## config.mk

```make
export PLATFORM = sky130hd
export DESIGN_NAME = hazard_scoreboard
export DESIGN_NICKNAME = d
export VERILOG_FILES = /design/src/rtl/hazard_scoreboard.sv
export SDC_FILE = /design/constraint.sdc
export NUM_CORES = 1
export LEC_CHECK = 0
export ABC_AREA = 1
export CAP_MARGIN = 20
export CORE_MARGIN = 1
export CORE_UTILIZATION = 38
export DETAILED_ROUTE_END_ITERATION = 7
export PLACE_DENSITY = 0.86
export SLEW_MARGIN = 10
export SYNTH_ARGS = -nofsm -noshare
export SYNTH_HDL_FRONTEND = slang
export SYNTH_SLANG_ARGS = --single-unit
export TNS_END_PERCENT = 50
```

## constraint.sdc

```tcl
create_clock -name clock_i -period 2 [get_ports clock_i]
set_clock_uncertainty 0.1 [all_clocks]
set_input_delay 0.5 -clock clock_i [delete_from_list [all_inputs] [get_ports clock_i]]
set_output_delay 0.5 -clock clock_i [all_outputs]
set_load 0.02 [all_outputs]
```

## src/rtl/hazard_scoreboard.sv

```systemverilog
`default_nettype none
// ============================================================================
//  Module   : hazard_scoreboard
//  Purpose  : EX-stage bypass select generation from a private history of
//             retired-from-EX instructions, load-use stall detection for a
//             configurable load latency, and MUL/DIV occupancy tracking.
//  Ports    : clock_i / reset_i        - clock, synchronous active-high reset
//             ex_*_i                   - instruction currently in EX
//             id_*_i                   - sources / MD use of instruction in ID
//             flush_i                  - ID instruction is being squashed
//             fwd_a_o / fwd_b_o        - bypass select (0 = RF, k = stage k)
//             stall_o                  - freeze PC/IF-ID, bubble into ID/EX
//             md_busy_o                - MUL/DIV unit occupied
//             stall_cnt_o / fwd_cnt_o  - statistics counters
//  Options  : `define HAZARD_STATS_EN builds the saturating statistics
//             counters; otherwise both counter outputs are tied to zero.
//  Revision : 1.0 - initial release
// ============================================================================
module hazard_scoreboard #(
    parameter int REG_AW     = 5,
    parameter int FWD_STAGES = 2,
    parameter int LOAD_LAT   = 1,
    parameter int MD_LAT     = 4,
    parameter int SEL_W      = $clog2(FWD_STAGES + 1)
) (
    input  logic              clock_i,
    input  logic              reset_i,
    input  logic              ex_regwrite_i,
    input  logic              ex_memread_i,
    input  logic [REG_AW-1:0] ex_rd_i,
    input  logic [REG_AW-1:0] ex_rs_i,
    input  logic [REG_AW-1:0] ex_rt_i,
    input  logic [REG_AW-1:0] id_rs_i,
    input  logic [REG_AW-1:0] id_rt_i,
    input  logic              id_use_rs_i,
    input  logic              id_use_rt_i,
    input  logic              id_md_op_i,
    input  logic              flush_i,
    output logic [SEL_W-1:0]  fwd_a_o,
    output logic [SEL_W-1:0]  fwd_b_o,
    output logic              stall_o,
    output logic              md_busy_o,
    output logic [31:0]       stall_cnt_o,
    output logic [31:0]       fwd_cnt_o
);

    localparam int              CNT_W   = $clog2(MD_LAT + 1);
    localparam logic [CNT_W-1:0] MD_LOAD = CNT_W'(MD_LAT);

    // ------------------------------------------------------------------
    // History of instructions that left EX; entry 1 is the youngest.
    // ------------------------------------------------------------------
    logic [FWD_STAGES:1] hist_wr_q;
    logic [FWD_STAGES:1] hist_ld_q;
    logic [REG_AW-1:0]   hist_rd_q [1:FWD_STAGES];

    always_ff @(posedge clock_i) begin
        if (reset_i) begin
            hist_wr_q <= '0;
            hist_ld_q <= '0;
            for (int k = 1; k <= FWD_STAGES; k++) begin
                hist_rd_q[k] <= '0;
            end
        end else begin
            // Writes to $0 enter as non-writing so $0 can never be bypassed.
            hist_wr_q[1] <= ex_regwrite_i & (ex_rd_i != '0);
            hist_ld_q[1] <= ex_memread_i;
            hist_rd_q[1] <= ex_rd_i;
            for (int k = 2; k <= FWD_STAGES; k++) begin
                hist_wr_q[k] <= hist_wr_q[k-1];
                hist_ld_q[k] <= hist_ld_q[k-1];
                hist_rd_q[k] <= hist_rd_q[k-1];
            end
        end
    end

    // ------------------------------------------------------------------
    // Bypass selects. Scanning oldest to youngest lets the youngest
    // matching stage overwrite older ones. Load data is only usable once
    // it has travelled at least LOAD_LAT stages past EX.
    // ------------------------------------------------------------------
    logic [SEL_W-1:0] fwd_a_d;
    logic [SEL_W-1:0] fwd_b_d;

    always_comb begin
        fwd_a_d = '0;
        fwd_b_d = '0;
        for (int k = FWD_STAGES; k >= 1; k--) begin
            if (hist_wr_q[k] && (!hist_ld_q[k] || k >= LOAD_LAT)) begin
                if (hist_rd_q[k] == ex_rs_i) fwd_a_d = SEL_W'(k);
                if (hist_rd_q[k] == ex_rt_i) fwd_b_d = SEL_W'(k);
            end
        end
    end

    assign fwd_a_o = fwd_a_d;
    assign fwd_b_o = fwd_b_d;

    // ------------------------------------------------------------------
    // Load-use: a load in EX or in the history stages whose data is not
    // yet bypassable blocks a dependent ID instruction.
    // ------------------------------------------------------------------
    logic lu_hit_d;

    always_comb begin
        lu_hit_d = 1'b0;
        if (ex_memread_i && (ex_rd_i != '0)) begin
            lu_hit_d = (id_use_rs_i && (id_rs_i == ex_rd_i)) ||
                       (id_use_rt_i && (id_rt_i == ex_rd_i));
        end
        for (int k = 1; k < LOAD_LAT; k++) begin
            if (hist_wr_q[k] && hist_ld_q[k] &&
                ((id_use_rs_i && (id_rs_i == hist_rd_q[k])) ||
                 (id_use_rt_i && (id_rt_i == hist_rd_q[k])))) begin
                lu_hit_d = 1'b1;
            end
        end
    end

    // ------------------------------------------------------------------
    // MUL/DIV occupancy. A waiting MD op is released in the unit's final
    // busy cycle (count == 1): the count reaches zero on that edge while
    // the new op is accepted and reloads it, so the unit never idles
    // between back-to-back operations.
    // ------------------------------------------------------------------
    logic [CNT_W-1:0] md_cnt_q;
    logic [CNT_W-1:0] md_cnt_d;
    logic             md_block;
    logic             stall_d;
    logic             md_start;

    assign md_block  = (md_cnt_q > CNT_W'(1));
    assign md_busy_o = (md_cnt_q != '0);

    // A squashed ID instruction neither stalls nor starts the MD unit.
    assign stall_d  = (lu_hit_d | (id_md_op_i & md_block)) & ~flush_i & ~reset_i;
    assign md_start = id_md_op_i & ~stall_d & ~flush_i;
    assign stall_o  = stall_d;

    always_comb begin
        md_cnt_d = md_cnt_q;
        if (md_start) begin
            md_cnt_d = MD_LOAD;
        end else if (md_cnt_q != '0) begin
            md_cnt_d = md_cnt_q - CNT_W'(1);
        end
    end

    always_ff @(posedge clock_i) begin
        if (reset_i) begin
            md_cnt_q <= '0;
        end else begin
            md_cnt_q <= md_cnt_d;
        end
    end

    // ------------------------------------------------------------------
    // Statistics counters (saturating).
    // ------------------------------------------------------------------
`ifdef HAZARD_STATS_EN
    logic [31:0] stall_cnt_q;
    logic [31:0] fwd_cnt_q;

    always_ff @(posedge clock_i) begin
        if (reset_i) begin
            stall_cnt_q <= '0;
            fwd_cnt_q   <= '0;
        end else begin
            if (stall_d && (stall_cnt_q != '1)) begin
                stall_cnt_q <= stall_cnt_q + 32'd1;
            end
            if (((fwd_a_d != '0) || (fwd_b_d != '0)) && (fwd_cnt_q != '1)) begin
                fwd_cnt_q <= fwd_cnt_q + 32'd1;
            end
        end
    end

    assign stall_cnt_o = stall_cnt_q;
    assign fwd_cnt_o   = fwd_cnt_q;
`else
    assign stall_cnt_o = '0;
    assign fwd_cnt_o   = '0;
`endif

endmodule
`default_nettype wire

```

==> results.tsv <==
metric	value	unit
Worst Hold Launch	hist_rd_q[1][4]	
outcome	complete, no violations	
core area	0.00372	sq mm
post-detail-place hpwl	2340	microns
Max VDD drop	0.240	mV
clock slew at reported path FFs	60	ps
leakage power	1.08	nW
final setup violation count	0	
WS Path Type	in -> out	
share of layout cells above drive strength 1	0.302	
largest net degree at the start of global routing	14	
Min-Delay Path Class	reg -> reg	
Final Hold Fails	0	
Final Power	0.00117	W
Ports	103	
DRT iter0 DRCs	32	
Fmax achieved	509	MHz
Mapped Avg Cell Area	6.48	sq um
crit path launch	ex_rt_i[0]	
final instance area	0.00190	sq mm
reg-to-reg startpoint	md_cnt_q[1]	
Synth Register Bits	15	
Hold Slack	378	ps
initial core utilization	0.399	
Syn Inst Count	229	
Synth cell types	20	
Synth top area share	0.324	
post-synthesis sequential area ratio	0.202	
CTS tree	yes	
CP required	1400	ps
num rows	22	
antenna violations before repair	0	
Max Cap Viol	0	
routed via count	1300	
Synth area leaders	buf_4, dfxtp_1, nand2_1	
vias per inst	3.87	
gr ovfl total	0	
hold path depth	2	
Die W	64.5	microns
worst-case clock buffer depth	2	
CTS Root Cell	clkbuf_8	
R2R depth	11	
Non-Filler Instances	336	
Worst Hold Path EP	hist_rd_q[2][4]	
port bufs	38	
vias in the first global route	1099	
CP startpoint kind	input port	
DR WL/cell	8.48	microns
die area	0.00416	sq mm
Power Density	615	mW/mm^2
critical path data arrival time	1360	ps
Cells after DPL	329	
FF-to-FF End	md_cnt_q[1]	
TritonCTS Sinks	15	
global-route wire length before repair	4370	microns
Area Overhead vs Synth	27.7	%
Crit. End Element	output pin	
Detail Route Antenna Nets	0	
cts hold-fix bufs	0	
placed cell areas	0.00183	sq mm
Yosys warning total	0	
Mapped Area	0.00148	sq mm
H-tree depth	1	
Worst R2R Setup Slack	530	ps
final RePlAce weighted congestion	0.855	
Clk Latency, worst-skew pair	250	ps
DRC viols	0	
Layout Nets	325	
final period utilization	0.982	
Slew Limit Fails	0	
Synth area leader	buf_4	
Pre-antenna DRT Iters	4	
final wirelength	2850	microns
unrepaired setup endpoints after global routing	true	
Chip Height	64.5	microns
diode count	0	
Final min period	1960	ps
Global Route Usage Sum	0.135	
crit-path max FO	3	
Num CTS Buffers	3	
## layer usage
| layer | track usage | vias to the layer above | routed length [microns] |
|---|---|---|---|
| met5 | 0 | - | 0 |
| met4 | 0.0694 | 0 | 44 |
| met3 | 0.0317 | 4 | 212 |
| met2 | 0.242 | 66 | 1530 |
| met1 | 0.147 | 560 | 1070 |
| li1 | - | 670 | - |
## how the worst max path moves through the flow
stage                       to  cells past startpoint  slack (ps)
detailed placement     stall_o                     12        -920
floorplan           fwd_b_o[1]                      6          90
finish              fwd_b_o[1]                      8          40
global route        fwd_b_o[1]                      7         -20
global placement       stall_o                     12        -860
CTS                    stall_o                     10        -170
## worst max-delay path: stages
cell,delay [ps]
buf_6,100
inv_2,40
o22ai_1,50
nor2_1,100
o211ai_1,140
nor4_4,190
nor2_1,80
buf_4,160
## state kept, by name, summed over array words and instances, names as in the netlist
signal / count
md_cnt_q: 3
hist_wr_q: 2
hist_rd_q: 10
## where the power goes
part | internal (W) | switching [W]
Sequential | 0.000335 | 0.0000293
Clock | 0.000138 | 0.000103
Combinational | 0.000224 | 0.000337
## cell usage after synthesis, drive strengths merged
library cell  instances
nand4                 2
nand3                 4
nor3                  1
nor2                 29
ha                    3
xor2                  8
o211ai                2
clkbuf                1
conb                  1
buf                  64
nor4                  2
o21ai                 6
o22ai                 2
xnor2                 4
inv                  35
nand2                44
dfxtp                15
a21oi                 6
## stage by stage
| stage | setup slack [ps] | TNS, ps | utilization |
|---|---|---|---|
| after CTS | -166 | -537 | 0.502 |
| after global placement | -860 | -4060 | 0.492 |
| after global routing | -21.6 | -32.7 | 0.510 |
| after floorplan | 87.4 | 0 | - |
| final | 36.1 | 0 | 0.510 |
| after detailed placement | -919 | -4400 | 0.492 |
## logic make-up (layout without fill, tap and decap cells)
family,after synthesis,in the layout,synth area share
other,1,64,0.00253
AO/OA/AOI/OAI,16,16,0.0590
XOR/XNOR,12,12,0.0708
adder cells (fa/ha/maj),3,3,0.0253
AND/OR/NAND/NOR,82,82,0.225
flip-flops,15,15,0.202
buffers and inverters,100,96,0.415
## cell type report
type | count | area (sq um)
multi-input combinational | 177 | 891
clock buffer | 3 | 41.3
inverter | 35 | 141
clock inverter | 1 | 5.00
tap | 48 | 60.1
fill | 408 | 1820
timing repair buffer | 57 | 453
sequential | 15 | 304
## repair_timing
action	4_1_cts	5_1_grt
setup buffers	1	2
hold endpoints to repair	0	0
pin swaps	18	24
gates resized for setup	77	88
endpoints found under the setup margin	6	6
## cell usage in the layout, fill, tap and decap left out, drive strengths merged
cell           synthesis  final
a21oi                  6      6
buf                   64     35
clkbuf                 1     17
clkdlybuf4s15          0      3
clkdlybuf4s50          0      3
clkinv                 0      1
conb                   1     64
dfxtp                 15     15
dlymetal6s2s           0      2
ha                     3      3
inv                   35     35
nand2                 44     44
nand3                  4      4
nand4                  2      2
nor2                  29     29
nor3                   1      1
nor4                   2      2
o211ai                 2      2
o21ai                  6      6
o22ai                  2      2
xnor2                  4      4
xor2                   8      8
Note: power is estimated with default switching activity, not from simulation.
